File: src/rtl/mips_mem_pkg.sv
// Shared types and helpers for the MEM-stage data-memory interface.
package mips_mem_pkg;

  typedef enum logic [1:0] {
    SzByte  = 2'b00,
    SzHalf  = 2'b01,
    SzWord  = 2'b10,
    SzDword = 2'b11
  } size_e;

  typedef enum logic [1:0] {
    StIdle,
    StReq,
    StResp,
    StDrain
  } state_e;

  // Byte-enable mask for an access of the given size at the given byte offset.
  function automatic logic [7:0] strb_gen(input logic [1:0] size, input logic [2:0] offset);
    logic [7:0] base;
    case (size)
      SzByte:  base = 8'h01;
      SzHalf:  base = 8'h03;
      SzWord:  base = 8'h0f;
      default: base = 8'hff;
    endcase
    return base << offset;
  endfunction

  function automatic logic align_ok(input logic [1:0] size, input logic [2:0] addr);
    case (size)
      SzByte:  return 1'b1;
      SzHalf:  return ~addr[0];
      SzWord:  return addr[1:0] == 2'b00;
      default: return addr == 3'b000;
    endcase
  endfunction

endpackage

File: src/rtl/mem_load_align.sv
// Selects the addressed lane of a read word and sign/zero-extends it to DATA_W.
module mem_load_align
  import mips_mem_pkg::*;
#(
  parameter int unsigned DATA_W = 32
) (
  input  logic [DATA_W-1:0]           rdata,
  input  logic [$clog2(DATA_W/8)-1:0] offset,
  input  logic [1:0]                  size,
  input  logic                        sext,
  output logic [DATA_W-1:0]           data
);

  logic [DATA_W-1:0] shifted;
  logic [DATA_W-1:0] mask;
  logic              sign;

  always_comb begin
    shifted = rdata >> {offset, 3'b000};
    unique case (size)
      SzByte: begin
        mask = DATA_W'(8'hff);
        sign = shifted[7];
      end
      SzHalf: begin
        mask = DATA_W'(16'hffff);
        sign = shifted[15];
      end
      SzWord: begin
        mask = DATA_W'(32'hffff_ffff);
        sign = shifted[31];
      end
      default: begin
        mask = '1;
        sign = shifted[DATA_W-1];
      end
    endcase
    data = (shifted & mask) | ({DATA_W{sext & sign}} & ~mask);
  end

endmodule

File: src/rtl/mem_access_stage.sv
// MEM pipeline stage: one req/addr_ok/data_ok transaction per load/store, with stall,
// misalignment exceptions, flush/drain handling and load/store lane formatting.
module mem_access_stage
  import mips_mem_pkg::*;
#(
  parameter int unsigned DATA_W = 32,
  parameter int unsigned ADDR_W = 32,
  parameter int unsigned SIZE_W = 2
) (
  input  logic                clk,
  input  logic                resetn,
  input  logic                in_valid,
  input  logic                in_mem_en,
  input  logic                in_mem_wr,
  input  logic [SIZE_W-1:0]   in_size,
  input  logic                in_sext,
  input  logic [ADDR_W-1:0]   in_addr,
  input  logic [DATA_W-1:0]   in_wdata,
  input  logic [DATA_W-1:0]   in_alu,
  input  logic                flush,
  output logic                req,
  output logic                wr,
  output logic [SIZE_W-1:0]   size,
  output logic [ADDR_W-1:0]   addr,
  output logic [DATA_W/8-1:0] wstrb,
  output logic [DATA_W-1:0]   wdata,
  input  logic                addr_ok,
  input  logic                data_ok,
  input  logic [DATA_W-1:0]   rdata,
  output logic                stall,
  output logic                out_valid,
  output logic [DATA_W-1:0]   result,
  output logic                exc_adel,
  output logic                exc_ades,
  output logic [ADDR_W-1:0]   badvaddr
);

  localparam int unsigned StrbW = DATA_W / 8;
  localparam int unsigned LaneW = $clog2(StrbW);

  state_e              state_q, state_d;
  logic                wr_q, sext_q;
  logic [SIZE_W-1:0]   size_q;
  logic [ADDR_W-1:0]   addr_q;
  logic [StrbW-1:0]    wstrb_q, strb_in;
  logic [DATA_W-1:0]   wdata_q, wdata_in, load_data;
  logic                mem_op, non_mem, misaligned, go, issue, done;

  assign mem_op     = in_valid & in_mem_en;
  assign non_mem    = in_valid & ~in_mem_en;
  assign misaligned = mem_op & (~align_ok(in_size[1:0], in_addr[2:0]) |
                                (DATA_W == 32 && in_size[1:0] == SzDword));
  assign go         = resetn & mem_op & ~misaligned & ~flush;

  assign strb_in = StrbW'(strb_gen(in_size[1:0], 3'(in_addr[LaneW-1:0])));

  always_comb begin
    unique case (in_size[1:0])
      SzByte:  wdata_in = {StrbW{in_wdata[7:0]}};
      SzHalf:  wdata_in = {(DATA_W/16){in_wdata[15:0]}};
      SzWord:  wdata_in = {(DATA_W/32){in_wdata[31:0]}};
      default: wdata_in = in_wdata;
    endcase
  end

  always_comb begin
    state_d = state_q;
    req     = 1'b0;
    issue   = 1'b0;
    done    = 1'b0;
    unique case (state_q)
      StIdle: begin
        if (go) begin
          req     = 1'b1;
          issue   = 1'b1;
          state_d = addr_ok ? StResp : StReq;
        end
      end
      StReq: begin
        if (flush) begin
          state_d = StIdle;
        end else begin
          req = 1'b1;
          if (addr_ok) state_d = StResp;
        end
      end
      StResp: begin
        if (data_ok) begin
          state_d = StIdle;
          done    = ~flush;
        end else if (flush) begin
          state_d = StDrain;
        end
      end
      StDrain: begin
        // The flushed access still owes a response; swallow it before issuing again.
        if (data_ok) state_d = StIdle;
      end
      default: state_d = StIdle;
    endcase
  end

  always_ff @(posedge clk or negedge resetn) begin
    if (!resetn) begin
      state_q <= StIdle;
      wr_q    <= 1'b0;
      sext_q  <= 1'b0;
      size_q  <= '0;
      addr_q  <= '0;
      wstrb_q <= '0;
      wdata_q <= '0;
    end else begin
      state_q <= state_d;
      if (issue) begin
        wr_q    <= in_mem_wr;
        sext_q  <= in_sext;
        size_q  <= in_size;
        addr_q  <= in_addr;
        wstrb_q <= strb_in;
        wdata_q <= wdata_in;
      end
    end
  end

  // Issue cycle is zero-bubble from the inputs; afterwards the captured copy is held.
  assign wr    = (state_q == StIdle) ? in_mem_wr : wr_q;
  assign size  = (state_q == StIdle) ? in_size   : size_q;
  assign addr  = (state_q == StIdle) ? in_addr   : addr_q;
  assign wstrb = (state_q == StIdle) ? strb_in   : wstrb_q;
  assign wdata = (state_q == StIdle) ? wdata_in  : wdata_q;

  mem_load_align #(
    .DATA_W(DATA_W)
  ) u_load_align (
    .rdata (rdata),
    .offset(addr_q[LaneW-1:0]),
    .size  (size_q[1:0]),
    .sext  (sext_q),
    .data  (load_data)
  );

  assign stall = resetn & ~flush &
                 ((go & ~(state_q == StResp & data_ok)) | (state_q == StDrain & mem_op));

  assign out_valid = resetn & ~flush & ~stall & (non_mem | misaligned | done);
  assign exc_adel  = out_valid & misaligned & ~in_mem_wr;
  assign exc_ades  = out_valid & misaligned & in_mem_wr;
  assign badvaddr  = (exc_adel | exc_ades) ? in_addr : '0;

  always_comb begin
    result = '0;
    if (out_valid) begin
      if (non_mem)             result = in_alu;
      else if (done && !wr_q)  result = load_data;
    end
  end

  a_no_ok_collision: assert property (@(posedge clk) disable iff (!resetn)
    (state_q == StIdle && go) |-> !(addr_ok && data_ok));

endmodule

File: config.mk
export PLATFORM = sky130hd
export DESIGN_NAME = mem_access_stage
export DESIGN_NICKNAME = d
export VERILOG_FILES = /design/src/rtl/mips_mem_pkg.sv /design/src/rtl/mem_load_align.sv /design/src/rtl/mem_access_stage.sv
export SDC_FILE = /design/constraint.sdc
export NUM_CORES = 1
export LEC_CHECK = 0
export BUFFER_PORTS_ARGS = -buffer_cell sky130_fd_sc_hd__buf_2
export CORE_MARGIN = 2
export CORE_UTILIZATION = 43
export CTS_CLUSTER_SIZE = 20
export DETAILED_ROUTE_END_ITERATION = 10
export MAX_ROUTING_LAYER = met4
export PLACE_DENSITY = 0.84
export REMOVE_ABC_BUFFERS = 1
export SKIP_LAST_GASP = 1
export SYNTH_ARGS = -nofsm -noshare
export SYNTH_HDL_FRONTEND = slang
export SYNTH_SLANG_ARGS = --single-unit
File: constraint.sdc
create_clock -name clk -period 1.8 [get_ports clk]
set_input_delay 0.27 -clock clk [delete_from_list [all_inputs] [get_ports clk]]
set_output_delay 0.27 -clock clk [all_outputs]
set_load 0.05 [all_outputs]
Word-level counts from Yosys, hierarchy flattened --
Index checks and enable logic that the tools add are counted.
Word-level totals: bits of input ports 139, flip-flop bits (word level) 74, output and inout port bits 140
Cells by class: reduce and logical (&&, ||, !) cells 8, shifts and indexed selects 2, muxes and demuxes 28, equality and inequality tests 11, bitwise logic cells 34
Operators with widths (count):
- two-way mux 32 bit | 6
- one-hot mux 32 bit (2 select lines) | 2
- bitwise AND 32 bit | 2
- NOT 32 bit | 1
- bitwise OR 32 bit | 1
- right shift 32 x 5 -> 32 bit | 1
- one-hot mux 8 bit (3 select lines) | 1
- bitwise AND 1 bit | 17
- two-way mux 2 bit | 8
- == test 2 bit (second input constant) | 4
- zero test 2 bit | 4
- NOT 1 bit | 8
- one-hot mux 2 bit (4 select lines) | 1
- << shifter 8 x 2 -> 4 bit | 1
- == test 2 x 1 -> 1 bit (second input constant) | 3
- two-way mux 1 bit | 6
- != test 3 bit (second input constant) | 2
- bitwise OR 1 bit | 5
- two-way mux 4 bit | 1
- != test 2 bit (second input constant) | 2
- one-hot mux 1 bit (2 select lines) | 2
- AND reduction 4 bit | 1
- zero test 3 bit | 1
- one-hot mux 1 bit (3 select lines) | 1
- other kinds (2) | 2

Logic depth before layout (Yosys ltp) --
depth in word-level cells 18, gate-level depth with buffers 7, mapped depth without buffers 4

Hierarchy --
From an unflattened synthesis, not the netlist that was laid out.
Second synthesis, totals: cell total of the unflattened synthesis 738, area, all modules 6062.1 µm²
Modules (own cells, without submodules):
- mem_access_stage | area an instance 5157.4 µm², cells an instance 614, sequential area each 1851.8 µm², instances 1
- mem_load_align | area an instance 904.6 µm², cells an instance 124, sequential area each 0.0 µm², instances 1

Worst setup path after synthesis --
No wires, ideal clock.
path kind input to output, start input port in_size[1], end output port wdata[25], arrival time 2202 ps, stages 5, setup slack -672 ps, cell sequence buf_2 clkbuf_1 buf_1 a21oi_1 o21ai_0
On the way: longest elaborated chain between the ends 3, elaborated cells on any way between the ends 4
RTL lines:
- start: declaration | line mem_access_stage.sv:15 | input logic [SIZE_W-1:0] in_size,
- == test 2 x 1 -> 1 bit / zero test 2 bit (equally long branches) | line mem_access_stage.sv:58 | unique case (in_size[1:0])
- one-hot mux 32 bit (2 select lines) * | line mem_access_stage.sv:58
- two-way mux 32 bit * | line mem_access_stage.sv:130 | assign wdata = (state_q == StIdle) ? wdata_in : wdata_q;
- end: declaration | line mem_access_stage.sv:26 | output logic [DATA_W-1:0] wdata,
Every way passes the cells marked *; elsewhere a longest branch is shown, timed or not.

Worst setup path after layout --
start register state_q[0], end output port result[26]
On the way: longest elaborated chain between the ends 10, elaborated cells on any way between the ends 17
RTL lines:
- start: declaration | line mem_access_stage.sv:41 | state_e state_q, state_d;
- start signal: assignment | line mem_access_stage.sv:105 | state_q <= StIdle;
- start signal: assignment | line mem_access_stage.sv:113 | state_q <= state_d;
- == test 2 bit | line mem_access_stage.sv:71, mem_access_stage.sv:143
- bitwise AND 1 bit | line mem_access_stage.sv:143 | ((go & ~(state_q == StResp & data_ok)) | (state_q == StDrain & mem_op));
- NOT 1 bit | line mem_access_stage.sv:143
- bitwise AND 1 bit | line mem_access_stage.sv:143
- bitwise OR 1 bit | line mem_access_stage.sv:143
- bitwise AND 1 bit | line mem_access_stage.sv:142 | assign stall = resetn & ~flush &
- NOT 1 bit | line mem_access_stage.sv:145 | assign out_valid = resetn & ~flush & ~stall & (non_mem | misaligned | done);
- bitwise AND 1 bit (2 in a row) | line mem_access_stage.sv:145
- two-way mux 32 bit * | line mem_access_stage.sv:152 | if (out_valid) begin
- end: declaration | line mem_access_stage.sv:32 | output logic [DATA_W-1:0] result,
Marks and branches as above.

==> impl_metrics.prom <==
# TYPE chip_impl_metric gauge
chip_impl_metric{name="track_usage",unit="%"} 36.0
chip_impl_info{name="mostFrequentLayoutCells",value="sky130_fd_sc_hd__buf_2, sky130_fd_sc_hd__buf_8, sky130_fd_sc_hd__nand2_4"} 1
chip_impl_metric{name="finalCoreUtilization",unit="%"} 91.0
chip_impl_info{name="dominant_cells_by_area_after_synthesis",value="sky130_fd_sc_hd__dfrtp_1, sky130_fd_sc_hd__nand2_1, sky130_fd_sc_hd__mux2i_1"} 1
chip_impl_metric{name="finalNonFillerCells",unit=""} 1202
chip_impl_metric{name="cts_buffer_depth",unit=""} 2
chip_impl_metric{name="worst-endpoint-required",unit="ns"} 1.53
chip_impl_info{name="layout_commonest_cell",value="sky130_fd_sc_hd__buf_2"} 1
chip_impl_metric{name="start_util",unit="%"} 44.3
chip_impl_metric{name="worstPathBufferInverterCount",unit=""} 3
chip_impl_info{name="violations",value="setup timing"} 1
chip_impl_metric{name="post_route_skew",unit="ns"} 0.00880
chip_impl_metric{name="globalplace.congestion",unit=""} 0.953
chip_impl_metric{name="final-max-slew-violation-count",unit=""} 0
chip_impl_metric{name="diodes",unit=""} 0
chip_impl_metric{name="postSynthRegisterBits",unit=""} 74
chip_impl_metric{name="synth-async-reset-ratio",unit="%"} 100
chip_impl_metric{name="synth_sequential_area_ratio",unit="%"} 32.8
chip_impl_metric{name="grt_first_pass_wirelength",unit="mm"} 38.7
chip_impl_metric{name="yosysTopAreaCellShare",unit="%"} 32.8
chip_impl_metric{name="max-cap-violations",unit=""} 0
chip_impl_metric{name="number_of_global_route_vias_before_repair",unit=""} 7072
chip_impl_metric{name="total_leakage_power",unit="nW"} 5.85
chip_impl_metric{name="grt_start_max_net_pins",unit=""} 39
chip_impl_metric{name="clk_latency",unit="ns"} 0.35
chip_impl_metric{name="drc",unit=""} 0
chip_impl_metric{name="die_h",unit="um"} 119
chip_impl_info{name="critPathSlowestCell",value="sky130_fd_sc_hd__dfrtp_1"} 1
chip_impl_metric{name="area.growth.synth_to_final",unit="%"} 105
chip_impl_metric{name="maximum_vdd_drop",unit="mV"} 0.716
chip_impl_metric{name="slew-limit-headroom",unit="%"} 61.0
chip_impl_metric{name="finalSetupViolCount",unit=""} 213
chip_impl_metric{name="fillerInstances",unit=""} 432
chip_impl_metric{name="achievable-frequency",unit="MHz"} 400
chip_impl_info{name="worst_setup_path_start_kind",value="register"} 1
chip_impl_metric{name="detail_route.wirelength",unit="mm"} 34.7
chip_impl_info{name="yosysTopAreaCell",value="sky130_fd_sc_hd__dfrtp_1"} 1
chip_impl_info{name="cpLargestDelayFamily",value="compound AO/OA/AOI/OAI gates"} 1
chip_impl_metric{name="syn_inst",unit=""} 656
chip_impl_info{name="worstHoldPathType",value="input pin to async pin"} 1
chip_impl_metric{name="power.total",unit="mW"} 9.15
chip_impl_metric{name="width_of_the_die",unit="um"} 119
chip_impl_metric{name="cts.clk_slew.worst_paths",unit="ns"} 0.08
chip_impl_metric{name="critical_path.max_stage_delay",unit="ns"} 0.43
chip_impl_metric{name="h_tree_depth_reported_by_cts",unit=""} 3
chip_impl_info{name="critPathKind",value="register to output pin"} 1
chip_impl_metric{name="finalWorstPathRequiredPeriod",unit="ns"} 2.50
chip_impl_metric{name="io_buffers",unit=""} 278
chip_impl_metric{name="routed-via-count",unit=""} 7721
chip_impl_metric{name="post_route_worst_setup_slack",unit="ns"} -0.702
chip_impl_metric{name="ys.warnings.count",unit=""} 0
chip_impl_metric{name="via_per_inst",unit=""} 6.42
chip_impl_metric{name="crit_arrival",unit="ns"} 2.23
chip_impl_info{name="endpoint_kind",value="output pin"} 1
chip_impl_metric{name="path_max_fanout",unit=""} 25
chip_impl_metric{name="placement.setup.worst_slack",unit="ns"} -0.246
chip_impl_metric{name="avgSynthCellArea",unit="um2"} 8.60
chip_impl_metric{name="post_drt_wl_per_cell",unit="um"} 28.9
chip_impl_metric{name="antenna_found_initial",unit=""} 0
chip_impl_metric{name="synth.distinct_cells",unit=""} 41
chip_impl_info{name="crit_path_cell_trace",value="buf_6 -> and3b_1 -> o2111ai_1 -> a31o_2 -> buf_12 -> a21oi_1 -> buf_4"} 1
chip_impl_metric{name="multiInputGateArea",unit="um2"} 4720
chip_impl_info{name="cts_tree",value="built"} 1
chip_impl_metric{name="detail-route-antenna-nets",unit=""} 0
chip_impl_metric{name="floorplan.io_pins",unit=""} 279
chip_impl_info{name="run_status",value="finished with violations"} 1
chip_impl_metric{name="final_period_utilization",unit="%"} 139
chip_impl_metric{name="synth_enable_flop_cells",unit=""} 0
chip_impl_metric{name="dp_wirelength",unit="mm"} 14.7
chip_impl_metric{name="final_layout_size_suffix_gt1_share",unit="%"} 70.7
chip_impl_metric{name="overflow",unit=""} 0
chip_impl_metric{name="core.rowCount",unit=""} 41
chip_impl_metric{name="power_density",unit="nW/um2"} 790
chip_impl_metric{name="fp.coreArea",unit="um2"} 12700
chip_impl_metric{name="finalHoldViolations",unit=""} 0
chip_impl_metric{name="drtIter0Drc",unit=""} 901
chip_impl_metric{name="numClockSinks",unit=""} 74
chip_impl_metric{name="mappedNetlistArea",unit="um2"} 5640
chip_impl_metric{name="storage_element_area",unit="um2"} 1850
chip_impl_metric{name="floorplan.die_area",unit="um2"} 14000
chip_impl_info{name="unrepaired_setup_endpoints_after_global_routing",value="true"} 1
chip_impl_metric{name="drtPass1Iterations",unit=""} 5
chip_impl_metric{name="cts_inserted_buffers",unit=""} 9
chip_impl_info{name="synthFlopType",value="sky130_fd_sc_hd__dfrtp_1"} 1
chip_impl_metric{name="design.final.nets",unit=""} 1164
chip_impl_metric{name="worst_pin_slew",unit="ns"} 0.586
chip_impl_metric{name="placed_cells_incl_taps",unit=""} 1125
chip_impl_info{name="cts-root-buf",value="sky130_fd_sc_hd__clkbuf_16"} 1
-- metrics by stage --
| step | TNS [ns] | hold slack [ns] | instance area (um2) |
|---|---|---|---|
| 6_report | -75.06 | 0.0844 | 11600 |
| 5_1_grt | -82.00 | 0.106 | 11600 |
| 4_1_cts | -51.00 | 0.0891 | 9870 |
| 3_5_place_dp | -12.24 | 0.451 | 7700 |
| 3_3_place_gp | -9.48 | 0.454 | 7700 |
| 2_1_floorplan | -351.80 | -0.0256 | 5360 |
-- state kept, by name, indices dropped and copies added, names as in the netlist --
register / count
addr_q: 32
sext_q: 1
size_q: 2
state_q: 2
wdata_q: 32
wr_q: 1
wstrb_q: 4
-- synthesized netlist by cell type (all sizes together) (6+ instances only) --
cell,instances
nand2b,6
mux2i,57
mux2,59
a211o,7
inv,26
o21ai,26
dfrtp,74
nor2,34
and2,33
nand3b,9
o211ai,9
a32oi,16
a21oi,25
nor2b,11
buf,31
a22oi,19
nand2,169
clkbuf,24
-- timing repair --
item,in CTS,in global routing
hold buffers,0,0
gates resized for setup,409,423
buffers inserted,33,19
endpoints found under the setup margin,145,212
gates cloned,10,12
pin swaps,68,93
-- cell type report --
type / count / share of cell area (%)
clock buffers: 12 / 2.22
clock inverters: 4 / 0.638
inverters: 26 / 0.843
multi-input cells: 501 / 40.7
flip-flops and latches: 74 / 16.0
well taps: 172 / 1.86
repair buffers: 413 / 37.7
-- worst paths after layout --
check,from,to,slack (ns),cells past startpoint
worst max register to register,state_q[1],addr_q[27],-0.28,9
worst min-delay path,resetn,wdata_q[18],0.08,2
worst max-delay path,state_q[0],result[26],-0.70,7
min in group clk,in_sext,sext_q,0.17,2
max in group asynchronous,resetn,addr_q[1],0.72,3
worst min register to register,wstrb_q[2],wstrb_q[2],0.53,1
-- cell families (layout without fill, tap and decap cells) --
| group | count (synthesis) | count (layout) | share of synthesized area, % |
|---|---|---|---|
| buffers and inverters | 81 | 455 | 6.63 |
| and+or+nand+nor | 274 | 274 | 22.9 |
| DFF | 74 | 74 | 32.8 |
| muxes | 116 | 116 | 24.2 |
| AOI/OAI and AO/OA | 111 | 111 | 13.4 |
-- where the power goes --
part	total [mW]	internal [mW]	leakage [nW]	switching, mW
Clock	2.14	1.30	0.163	0.843
Combinational	4.37	1.93	4.81	2.44
Sequential	2.64	2.10	0.879	0.542
Total	9.15	5.32	5.85	3.82
-- layer usage --
metal | global-route usage (%) | vias up | wire length (um)
met3 | 7.58 | 265 | 4080
li1 | - | 2997 | -
met1 | 38.9 | 3640 | 11400
met5 | - | - | 0
met2 | 62.1 | 819 | 16200
met4 | 18.8 | 0 | 2990
Power figures use the tool's default switching activity.
